`config.mk`:
```
export PLATFORM = sky130hd
export DESIGN_NAME = ahb_bm_input_stage
export DESIGN_NICKNAME = d
export VERILOG_FILES = /design/src/rtl/ahb_bm_pkg.sv /design/src/rtl/ahb_bm_addr_hold.sv /design/src/rtl/ahb_bm_input_stage.sv
export SDC_FILE = /design/constraint.sdc
export NUM_CORES = 1
export LEC_CHECK = 0
export ABC_AREA = 1
export CORE_ASPECT_RATIO = 0.7
export CORE_MARGIN = 8
export CORE_UTILIZATION = 42
export DETAILED_ROUTE_END_ITERATION = 6
export GPL_TIMING_DRIVEN = 0
export PLACE_DENSITY_LB_ADDON = 0.08
export SYNTH_ARGS = -nofsm -noshare
export SYNTH_HDL_FRONTEND = slang
export SYNTH_SLANG_ARGS = --single-unit
```
`constraint.sdc`:
```
create_clock -name HCLK -period 1.5 [get_ports HCLK]
set_clock_uncertainty 0.15 [all_clocks]
set_input_delay 0.375 -clock HCLK [delete_from_list [all_inputs] [get_ports HCLK]]
set_output_delay 0.375 -clock HCLK [all_outputs]
set_load 0.05 [all_outputs]
```
`src/rtl/ahb_bm_pkg.sv`:
```
// Shared AHB encodings and the control bundle carried alongside HADDR
// through the bus matrix input and output stages.
package ahb_bm_pkg;

    typedef enum logic [1:0] {
        HTRANS_IDLE   = 2'b00,
        HTRANS_BUSY   = 2'b01,
        HTRANS_NONSEQ = 2'b10,
        HTRANS_SEQ    = 2'b11
    } htrans_e;

    typedef enum logic [2:0] {
        HBURST_SINGLE = 3'd0,
        HBURST_INCR   = 3'd1,
        HBURST_WRAP4  = 3'd2,
        HBURST_INCR4  = 3'd3,
        HBURST_WRAP8  = 3'd4,
        HBURST_INCR8  = 3'd5,
        HBURST_WRAP16 = 3'd6,
        HBURST_INCR16 = 3'd7
    } hburst_e;

    localparam logic HRESP_OKAY  = 1'b0;
    localparam logic HRESP_ERROR = 1'b1;

    typedef struct packed {
        htrans_e    trans;
        logic       write;
        logic [2:0] size;
        hburst_e    burst;
        logic [3:0] prot;
        logic       lock;
    } ahb_ctrl_t;

    // NONSEQ and SEQ both have bit 1 set; IDLE and BUSY never do.
    function automatic logic trans_is_active(input logic [1:0] trans);
        return trans[1];
    endfunction

endpackage

```
`src/rtl/ahb_bm_addr_hold.sv`:
```
// Address-phase hold register with a pass-through mux: live master signals
// flow straight through unless a pending transfer needs its captured copy.
module ahb_bm_addr_hold
    import ahb_bm_pkg::*;
#(
    parameter int ADDR_WIDTH = 32
) (
    input  logic                  HCLK,
    input  logic                  HRESET,
    input  logic                  load,
    input  logic                  sel,
    input  logic                  pend,
    input  logic [ADDR_WIDTH-1:0] addr_s,
    input  ahb_ctrl_t             ctrl_s,
    output logic [ADDR_WIDTH-1:0] addr_m,
    output ahb_ctrl_t             ctrl_m
);

    logic [ADDR_WIDTH-1:0] addr_q, addr_d;
    ahb_ctrl_t             ctrl_q, ctrl_d;

    always_comb begin
        addr_d = addr_q;
        ctrl_d = ctrl_q;
        if (load) begin
            addr_d = addr_s;
            ctrl_d = ctrl_s;
        end
    end

    always_ff @(posedge HCLK) begin
        if (HRESET) begin
            addr_q <= '0;
            ctrl_q <= '0;
        end else begin
            addr_q <= addr_d;
            ctrl_q <= ctrl_d;
        end
    end

    // An unselected port must not leak the master's HTRANS to the slaves.
    always_comb begin
        addr_m = addr_s;
        ctrl_m = ctrl_s;
        if (pend) begin
            addr_m = addr_q;
            ctrl_m = ctrl_q;
        end else if (!sel) begin
            ctrl_m.trans = HTRANS_IDLE;
        end
    end

endmodule

```
`src/rtl/ahb_bm_input_stage.sv`:
```
// Master-side input stage of the AHB bus matrix: requests the output stages,
// stalls the master while ungranted, and routes slave HREADY/HRESP back.
module ahb_bm_input_stage
    import ahb_bm_pkg::*;
#(
    parameter int ADDR_WIDTH = 32
) (
    input  logic                  HCLK,
    input  logic                  HRESET,
    input  logic                  HSELS,
    input  logic [ADDR_WIDTH-1:0] HADDRS,
    input  logic [1:0]            HTRANSS,
    input  logic                  HWRITES,
    input  logic [2:0]            HSIZES,
    input  logic [2:0]            HBURSTS,
    input  logic [3:0]            HPROTS,
    input  logic                  HMASTLOCKS,
    input  logic                  HREADYS,
    input  logic                  addr_grant,
    input  logic                  HREADYM,
    input  logic                  HRESPM,
    output logic                  req_port,
    output logic [ADDR_WIDTH-1:0] HADDRM,
    output logic [1:0]            HTRANSM,
    output logic                  HWRITEM,
    output logic [2:0]            HSIZEM,
    output logic [2:0]            HBURSTM,
    output logic [3:0]            HPROTM,
    output logic                  HMASTLOCKM,
    output logic                  HREADYOUTS,
    output logic                  HRESPS
);

    logic      trans_valid;
    logic      issue;
    logic      pend_tran_q, pend_tran_d;
    logic      data_active_q, data_active_d;
    ahb_ctrl_t ctrl_s, ctrl_m;

    assign trans_valid = HSELS & HREADYS & trans_is_active(HTRANSS);
    assign issue       = addr_grant & (pend_tran_q | trans_valid);

    always_comb begin
        ctrl_s.trans = htrans_e'(HTRANSS);
        ctrl_s.write = HWRITES;
        ctrl_s.size  = HSIZES;
        ctrl_s.burst = hburst_e'(HBURSTS);
        ctrl_s.prot  = HPROTS;
        ctrl_s.lock  = HMASTLOCKS;
    end

    // A transfer goes pending only when it cannot issue this very cycle.
    always_comb begin
        pend_tran_d = pend_tran_q;
        if (trans_valid && !(addr_grant && HREADYM)) begin
            pend_tran_d = 1'b1;
        end else if (pend_tran_q && addr_grant && HREADYM) begin
            pend_tran_d = 1'b0;
        end
    end

    always_comb begin
        data_active_d = data_active_q;
        if (HREADYM) begin
            data_active_d = issue;
        end
    end

    always_ff @(posedge HCLK) begin
        if (HRESET) begin
            pend_tran_q   <= 1'b0;
            data_active_q <= 1'b0;
        end else begin
            pend_tran_q   <= pend_tran_d;
            data_active_q <= data_active_d;
        end
    end

    ahb_bm_addr_hold #(
        .ADDR_WIDTH(ADDR_WIDTH)
    ) u_addr_hold (
        .HCLK   (HCLK),
        .HRESET (HRESET),
        .load   (HREADYS),
        .sel    (HSELS),
        .pend   (pend_tran_q),
        .addr_s (HADDRS),
        .ctrl_s (ctrl_s),
        .addr_m (HADDRM),
        .ctrl_m (ctrl_m)
    );

    always_comb begin
        HTRANSM    = ctrl_m.trans;
        HWRITEM    = ctrl_m.write;
        HSIZEM     = ctrl_m.size;
        HBURSTM    = ctrl_m.burst;
        HPROTM     = ctrl_m.prot;
        HMASTLOCKM = ctrl_m.lock;
    end

    always_comb begin
        req_port   = trans_valid | pend_tran_q;
        HREADYOUTS = 1'b1;
        HRESPS     = HRESP_OKAY;
        if (data_active_q) begin
            HREADYOUTS = HREADYM;
            HRESPS     = HRESPM;
        end else if (pend_tran_q) begin
            HREADYOUTS = 1'b0;
        end
    end

endmodule

```
; After elaboration in Yosys (flattened, before gate mapping)
; Cells that the tools add are included.
[classes]
mux = 9
bitwise = 4
n_reduce_logical = 6
[ops]
columns = cell, count
row1 = $mux 32, 1
row2 = $mux 12, 1
row3 = $mux 1, 5
row4 = $logic_and 1x1->1, 4
row5 = $mux 2, 2
row6 = $and 1x1->1, 3
row7 = $reduce_bool 2->1, 1
row8 = $logic_not 1->1, 1
row9 = $or 1x1->1, 1
[word_totals]
regBits = 48
inputBits = 53
elab_cells = 28

; Logic depth before layout (Yosys ltp)
; Gate-level depths: netlist (run 1).
[depth]
depth_word = 4
ltp_mapped = 6
ltp_nobuf = 4

; By module
; Synthesis (run 1) repeated with hierarchy kept, for this count alone.
[unflattened]
hier_cells = 413
hier_area_um2 = 2489.9
[modules_own_cells]
columns = module, n_inst, cells_per_inst, area_each_um2, seq_area_each_um2
row1 = ahb_bm_addr_hold, 1, 396, 2378.5, 920.9
row2 = ahb_bm_input_stage, 1, 17, 111.4, 40.0

; Least setup slack after synthesis (run 1)
; Ideal clock, no wire load.
[synth_timing]
path_type = register -> output
start = register pend_tran_q
end = output port HTRANSM[0]
arrival_time_ns = 1.616
required_ns = 0.975
path_slack_ns = -0.641
stages_incl_launch_ff = 4
path_buffers = 1
cell_sequence = dfxtp_1 > inv_2 > buf_2 > o21ai_0
[synth_via]
elab_chain_cells = 1
[synth_lines]
columns = item, line_no
row1 = from (decl), ahb_bm_input_stage.sv:36  ; logic pend_tran_q, pend_tran_d;
row2 = from (signal assigned), ahb_bm_input_stage.sv:74  ; pend_tran_q <= pend_tran_d;
row3 = $mux 2, ahb_bm_addr_hold.sv:45  ; if (pend) begin
row4 = to (decl), ahb_bm_input_stage.sv:24  ; output logic [1:0] HTRANSM,
; Every way passes these cells.

; Worst setup path in the final report (run 1)
; Same ends and word-level chain as after synthesis.

==> metrics list, run 1 <==
- The run finished, with violations left.
- The checks that failed: negative setup slack.
* Overall global routing resource usage: 0.191
- Leaving out fill and tap cells, the most frequent cell in the layout is sky130_fd_sc_hd__nor2_1.
- Top layer used by detailed routing: met4
- Number of filler instances in the final layout: a little under 400
* Total number of H-tree levels: 2
- Insertion delay of the later-clocked pin in the worst-skew pair: ~0.29 ns
* Type of element capturing the critical path: primary output
- The HPWL after detailed placement is between 5000 and 6000 um.
- Of the total power, the share spent switching nets is 0.327.
* Antenna cells: 0
* Nature of the critical path startpoint: register
- Worst path max stage delay: approximately 0.40 ns
- Placed cell count: around 540
- Final setup violation count: between 40 and 50
* Number of detailed-routing iterations run before antenna repair: 5
- Final net count: 535
- In the detailed route, the total length drawn on met3 is about 530 um.
- In the post-route analysis, the smallest setup slack over all paths is -0.332 ns.
- Via count normalized by instance count: just under 5
- Of the post-synthesis cell area, the dominant cell type holds 0.402.
* Worst slack, placed: -0.937 ns
- Grt total ovfl: 0
* Power share of the combinational group: 0.358
- Clock transition at the register clock pins on the worst setup and hold paths after CTS: approximately 0.09 ns
- The floorplan has 23 rows.
- Shortest period the worst path allows: ~1.8 ns
- Cell breakdown of the critical path: inv_4 > buf_12 > buf_8 > o21ai_2 > buf_6
- Share of final-layout standard cells stronger than drive strength 1: 0.437
- Post-synthesis cell area: between 0.002 and 0.0025 sq mm
* WS Path Type: reg -> out
- Measured along the x axis, the die boundary spans 106 um.
- Summed over all nets, the switching power comes to between 1 and 1.5 mW.
- Of the total power, registers draw 0.372.
- Of the available clock period, the critical path in the final layout requires 1.22.
* CTS sink count: 48
- Boundary Pins: roughly 100
- Final hold analysis gives a worst-case slack of approximately 0.24 ns.
* FF+latch count, synth: 48
- IR analysis of the VDD net gives a maximum drop of between 500 and 600 uV.
* Most frequent cells in the layout: sky130_fd_sc_hd__nor2_1 (62), sky130_fd_sc_hd__nand2_1 (60), sky130_fd_sc_hd__buf_8 (51)
* Largest net degree at the start of global routing: 15
- Across the run, the number of max-cap violations was 0.
* R2r worst-path depth: 7
* Via count of the first global-routing pass: around 2700
- Min-Delay Path Class: in -> reg
* Starting Density: 0.426
* Global-route wire length before repair: around 13000 um
* Routed WL per cell: ~15 um
- Max Root-Sink Buffers: 2
- In this run the standard cell core region covers 0.00561 sq mm.
* Number of cells in the finished layout apart from fillers: 558
* Routed via count: approximately 2700
- P per Cell Area: around 840 mW/mm^2
* Headroom to the max-slew limit: 0.749
- Clock tree synthesis inserted a total of 5 buffers.
- Yosys Warn Count: 0
- The final hold violation count was 0.
- Post-route standard cell area excluding fillers: 0.00451 sq mm
- Total power consumption of the routed design: around 3.8 mW
- Overall die height: ~79 um
- At the worst endpoint, the required time is just under 1 ns.
- Routed length on met1: about 3700 um
- Tracing the worst setup path back leads to its startpoint at pend_tran_q$_SDFFE_PP0P_.
- Number of library cell types mapped by synthesis: 17
- CTS tree: built
- For the pin with the worst max-slew slack, the measured transition is ~0.38 ns.
* DRC viols: 0
* Leakage Power: 2.02 nW
* CTS Root Buffer Type: sky130_fd_sc_hd__clkbuf_8
- Maximum fanout along the worst path: 7
- R2R Path Start: pend_tran_q$_SDFFE_PP0P_
- Reg-to-reg endpoint: data_active_q$_SDFFE_PP0P_
- Area after DPL: 0.00373 sq mm
- Synthesis handed over a netlist of roughly 360 instances.
* Crit path max-delay cell type: sky130_fd_sc_hd__dfxtp_4
- The initial antenna violation count was 0.
* Seq/Total Area, Yosys: 0.402
- The number of nets in the synthesized netlist is 417.
- Clk pwr share: 0.270
- Full die area: between 0.008 and 0.009 sq mm
- For this block, the routed nets add up to 8280 um of wire.
* Largest cells by area after synthesis: sky130_fd_sc_hd__dfxtp_1 (40%), sky130_fd_sc_hd__nand2_1 (22%), sky130_fd_sc_hd__nor2_1 (9.7%), sky130_fd_sc_hd__o21ai_0 (9.6%), sky130_fd_sc_hd__nor2_2 (7.6%)
* Drt first-iter violations: just under 90
- CP Capture Point: HTRANSM[0]
- The biggest area contributor in the post-synthesis netlist is sky130_fd_sc_hd__dfxtp_1.
- Count of pins over their slew limit: 0
- Flop2flop setup slack: 0.23 ns
- Setup repair after global routing missed its margin: yes
- Detailed routing placed a total of around 4000 um of wire on met2.
* Average size of a mapped cell: 6.56 sq um
- Routability-driven placement finished with a final weighted congestion of about 0.73.
* Area overhead of the layout relative to synthesis: 88.9%
- Data arrives at the worst endpoint at 1.31 ns.
- ANT nets after route: 0
- Count of port buffers added during placement: 100
* Highest clock rate: around 550 MHz
- Cell-internal power: roughly 2.5 mW
[layer usage]
metal / vias to the layer above / track usage
li1: 1371 / -
met2: 71 / 0.313
met3: 9 / 0.0622
met1: 1251 / 0.241
met5: - / 0
met4: 0 / 0.0420
[state kept, by name, summed over array words and instances, names as in the netlist]
signal	flops
u_addr_hold.addr_q	32
pend_tran_q	1
u_addr_hold.ctrl_q	14
data_active_q	1
[critical path, delay by kind of cell, from the launching register on]
family / cells / cell delay [ns]
DFF: 1 / 0.40
buffers and inverters: 4 / 0.49
AOI/OAI and AO/OA: 1 / 0.12
[repair_timing]
| item | 4_1_cts | 5_1_grt |
|---|---|---|
| pin swaps | 2 | 12 |
| gates resized for setup | 434 | 56 |
| hold buffers | 0 | 0 |
| buffers inserted | 5 | 1 |
| setup endpoints to repair | 49 | 54 |
| cloned | 3 | 2 |
| hold endpoints to repair | 0 | 0 |
[cell families (layout without fill, tap and decap cells)]
family          Yosys count  in the layout  synth area share
buf+inv                  31            150            0.0885
compound gates           49             49             0.104
simple gates            236            236             0.405
flops                    48             48             0.402
[final cells by class]
class                           count  area [sq um]  share of cell area
Multi-Input combinational cell    285          1630               0.361
Clock buffer                        7          96.3              0.0213
Timing Repair Buffer              111          1390               0.307
Buffer                             25           283              0.0627
Inverter                            6          27.5             0.00610
Clock inverter                      1          30.0             0.00665
Tap cell                           75          93.8              0.0208
Sequential cell                    48           968               0.215
[Yosys cell counts]
cell,number
sky130_fd_sc_hd__nor2_1,62
sky130_fd_sc_hd__inv_2,2
sky130_fd_sc_hd__nand3_1,4
sky130_fd_sc_hd__buf_12,4
sky130_fd_sc_hd__inv_4,1
sky130_fd_sc_hd__buf_4,1
sky130_fd_sc_hd__buf_6,1
sky130_fd_sc_hd__dfxtp_1,48
sky130_fd_sc_hd__a21oi_2,1
sky130_fd_sc_hd__buf_2,13
sky130_fd_sc_hd__nor2_2,29
sky130_fd_sc_hd__o21ai_0,46
sky130_fd_sc_hd__inv_1,3
sky130_fd_sc_hd__nand3b_1,1
sky130_fd_sc_hd__nand2_1,140
sky130_fd_sc_hd__o21ai_1,2
sky130_fd_sc_hd__clkbuf_1,6
[power groups by stage]
| stage | Clock [mW] | Combinational (mW) | Sequential, mW |
|---|---|---|---|
| floorplan | 0 | 0.698 | 1.42 |
| global placement | 0 | 1.10 | 1.42 |
| detailed placement | 0 | 1.11 | 1.43 |
| CTS | 1.02 | 1.29 | 1.40 |
| global route | 1.08 | 1.43 | 1.41 |
| finish | 1.02 | 1.35 | 1.41 |
[worst min path at each step]
stage	from	end	slack, ns	cells after the start
after global placement	u_addr_hold.addr_q[6]$_SDFFE_PP0P_	u_addr_hold.addr_q[6]$_SDFFE_PP0P_	0.32	2
after detailed placement	u_addr_hold.addr_q[6]$_SDFFE_PP0P_	u_addr_hold.addr_q[6]$_SDFFE_PP0P_	0.32	2
final	HREADYS	u_addr_hold.addr_q[18]$_SDFFE_PP0P_	0.24	3
after CTS	HREADYS	u_addr_hold.addr_q[18]$_SDFFE_PP0P_	0.24	3
after global routing	HREADYS	u_addr_hold.addr_q[18]$_SDFFE_PP0P_	0.24	3
after floorplan	u_addr_hold.addr_q[6]$_SDFFE_PP0P_	u_addr_hold.addr_q[6]$_SDFFE_PP0P_	0.30	2
[stage by stage]
| stage | TNS [ns] | utilization |
|---|---|---|
| finish | -14.50 | 0.804 |
| global placement | -47.34 | 0.664 |
| CTS | -14.15 | 0.762 |
| floorplan | -0.00469 | - |
| global route | -16.70 | 0.804 |
| detailed placement | -48.14 | 0.664 |
(Power assumes the default switching activity.)
==> run 2, diff against run 1 <==
- CORE_UTILIZATION: 42 -> 43
- SYNTH_HIERARCHICAL: not set -> 1
==> run 2 against run 1 <==
The run still ends with negative setup slack left. Non-clock buffer count down 2. Largest power group unchanged. Sequential power about the same. Power down 4.4%. Count of clock-buffer cells in the layout unchanged. Highest routed layer unchanged.
==> metrics list, run 2 <==
- 0 antenna diodes ended up in the layout.
- Boundary Pins: between 100 and 150
* Routing usage on met2: 0.351
* Actual transition at the worst max-transition pin: around 0.21 ns
- The core region is around 0.0057 sq mm.
- Total nets after synthesis: approximately 470
- Once detail routing completed, the nets flagged for antenna violations numbered 0.
- The worst path in the final design needs a cycle of between 1.5 and 2 ns, including I/O delays and setup.
* CTS Root Buffer Type: sky130_fd_sc_hd__clkbuf_8
- Min-Delay Path Class: reg -> reg
* Total power consumption of the routed design: roughly 3.6 mW
* Biggest area consumer among synthesized cells: sky130_fd_sc_hd__dfxtp_1
- Most frequently used cell type in the post-synthesis netlist: sky130_fd_sc_hd__nand2_1
* Row cnt: 23
- Number of cells in the finished layout apart from fillers: between 600 and 700
- Placed cell count: between 500 and 600
- At the end of the flow the core is filled with cells to 0.822.
* Post-synthesis cell area: 0.00249 sq mm
- HPWL after detailed placement: just under 6000 um
* Worst path max stage delay: between 0.3 and 0.4 ns
* Most Crowded Layer GR: met2
* Largest cells by area after synthesis: sky130_fd_sc_hd__dfxtp_1 (39%), sky130_fd_sc_hd__nand2_1 (22%), sky130_fd_sc_hd__nor2_1 (14%), sky130_fd_sc_hd__o21ai_0 (9.0%), sky130_fd_sc_hd__inv_1 (7.7%)
* Total number of H-tree levels: 2
- At the worst endpoint, the arrival time is about 1.3 ns.
- Final Cycle Share: 1.24
* Starting Density: 0.439
- The die covers 0.00852 sq mm.
- Primary FF master, synth: sky130_fd_sc_hd__dfxtp_1
* Maximum fanout along the worst path: 9
- In the synthesized netlist the async set-or-reset flop fraction comes to 0.
- Seq/Total Area, Yosys: 0.386
- Overall global routing resource usage: 0.199
- Global routing finished with a remaining overflow of 0.
* Count of pins over their slew limit: 0
* Number of failing hold endpoints at the final stage: 0
- Headroom to the max-slew limit: 0.861
* Worst setup margin: -0.367 ns
- Largest net degree at the start of global routing: 14
- Yosys printed 6 warnings.
- The first global-routing pass estimated between 10000 and 15000 um of wire.
- OpenSTA, run right after detailed placement, puts the worst setup slack at -0.938 ns.
* Largest reg by FF count: u_addr_hold/addr_q
- Failing checks: negative setup slack
- Area overhead of the layout relative to synthesis: 87.2%
- FF+latch count, synth: 48
- Counting flops with a built-in enable in the synthesized netlist gives 0.
* DRC viols: 0
* Final RePlAce weighted congestion: ~0.79
- Initial antenna violation count: 0
- At the end of the flow, the number of nets in the layout was about 600.
- No sink is reached through more buffers than the 2 on the longest clock path.
- Count of port buffers added during placement: ~100
* Most common library cells after synthesis: sky130_fd_sc_hd__nand2_1 (144), sky130_fd_sc_hd__nor2_1 (92), sky130_fd_sc_hd__inv_1 (51)
* Cell breakdown of the critical path: buf_12 > clkbuf_16 > o21ai_4 > buf_6
- Required time of the critical path: between 0.9 and 1 ns
- Synthesis handed over a netlist of 413 instances.
- In this run the power density over the cells is roughly 770 mW/mm^2.
- Most common library cell in the layout ignoring fill and taps: sky130_fd_sc_hd__nand2_1
* Crit path max-delay cell type: sky130_fd_sc_hd__dfxtp_4
- Insertion delay of the later-clocked pin in the worst-skew pair: approximately 0.30 ns
- The via count of the first global-routing pass is 2942.
* Number of detailed-routing iterations run before antenna repair: 5
* Setup repair after global routing missed its margin: yes
- Highest clock rate: about 540 MHz
- Dividing the detail-routed wire length by the instance count gives 14.5 um.
- Type of element capturing the critical path: primary output
- Number of violations of the max-capacitance limit: 0
- Share of the synthesized area in the top cell type: 0.386
- The routed layout has between 2000 and 3000 vias.
- Final setup violation count: 48
- CTS sink count: 48
* Met3 routing resource usage after global routing: 0.0540
* Sum Neg Setup Slack: -16.09 ns
- CTS tree: built
* Drt first-iter violations: a little over 100
- In the final layout, the share of cells above drive strength 1 is 0.325.
* WS Path Type: reg -> out
- After detailed routing, the number of vias per cell comes to 4.82.
- Overall die height: around 80 um
- The worst setup path is launched from a register.
- In the layout the commonest cells are sky130_fd_sc_hd__nand2_1 (116), sky130_fd_sc_hd__nor2_1 (92), sky130_fd_sc_hd__inv_1 (49).
- Summed over all layers, the routed wires come to around 9000 um.
* CTS buffer count: 5
- Max reg flops: 32
- On the critical path the largest part of the delay comes from buffers and inverters.
- Met1 track utilization from global routing: 0.235
- In this run, distinct cell masters in the synthesized netlist total 13.
* Leakage Power: between 2 and 2.5 nW
- Worst path bufs/invs: 3
* Clock transition at the register clock pins on the worst setup and hold paths after CTS: ~0.09 ns
* Run status: finished with violations
- The average instance in the mapped netlist occupies 6.03 sq um.
- Die width: between 100 and 150 um
- In the final layout, the registers with the most flip-flops are u_addr_hold/addr_q x32, u_addr_hold/ctrl_q x14.
* VDD IR max: ~410 uV
run 2: final cells by class:
cell class	instances	area [sq um]
multi-input combinational	289	1710
timing repair buffer	110	1260
fill	359	1010
sequential	48	966
buffer	24	332
inverter	52	200
clock buffer	7	96.3
tap	75	93.8
run 2: path summary, 6_finish.rpt:
path                                           start                            endpoint  slack (ns)  depth (start not counted)
setup / recovery            pend_tran_q$_SDFFE_PP0P_                           HADDRM[1]       -0.37                          4
hold / removal    u_addr_hold/addr_q[8]$_SDFFE_PP0P_  u_addr_hold/addr_q[8]$_SDFFE_PP0P_        0.33                          2
setup reg to reg            pend_tran_q$_SDFFE_PP0P_          data_active_q$_SDFFE_PP0P_        0.41                          6
hold reg to reg   u_addr_hold/addr_q[8]$_SDFFE_PP0P_  u_addr_hold/addr_q[8]$_SDFFE_PP0P_        0.33                          2
run 2: through the flow:
| stage | hold slack (ns) | area (sq um) |
|---|---|---|
| 2_1_floorplan | 0.299 | 2920 |
| 3_3_place_gp | 0.307 | 4020 |
| 3_5_place_dp | 0.313 | 4020 |
| 4_1_cts | 0.325 | 4480 |
| 5_1_grt | 0.335 | 4660 |
| 6_report | 0.325 | 4660 |
run 2: tightest hold or removal path, stage by stage (launching register included):
cell and delay (ns):
sky130_fd_sc_hd__dfxtp_1 0.32, sky130_fd_sc_hd__nor2_1 0.08, sky130_fd_sc_hd__nor2_1 0.05
run 2: cells by family (layout without fill, tap and decap cells):
kind of cell,after synthesis,in the layout,synth area share
AO/OA/AOI/OAI,45,45,0.0905
flip-flops,48,48,0.386
AND/OR/NAND/NOR,244,244,0.374
buffers and inverters,76,193,0.149
run 2: power breakdown:
group          internal [mW]  total (mW)  switching [mW]
Clock                  0.411       0.836           0.425
Sequential              1.36        1.42          0.0595
Combinational          0.587        1.35           0.767
Total                   2.36        3.61            1.25
run 2: per-layer routing:
metal / vias up / wire, um
li1: 1454 / -
met4: 0 / 119
met5: - / 0
met2: 93 / 4450
met1: 1360 / 3620
met3: 11 / 584
run 2: repair_timing:
| action | CTS | global route |
|---|---|---|
| pin swaps | 3 | 6 |
| cloned | 5 | 1 |
| setup buffers | 2 | 1 |
| resized for setup | 405 | 39 |
| endpoints found under the setup margin | 49 | 48 |
| hold buffers | 0 | 0 |
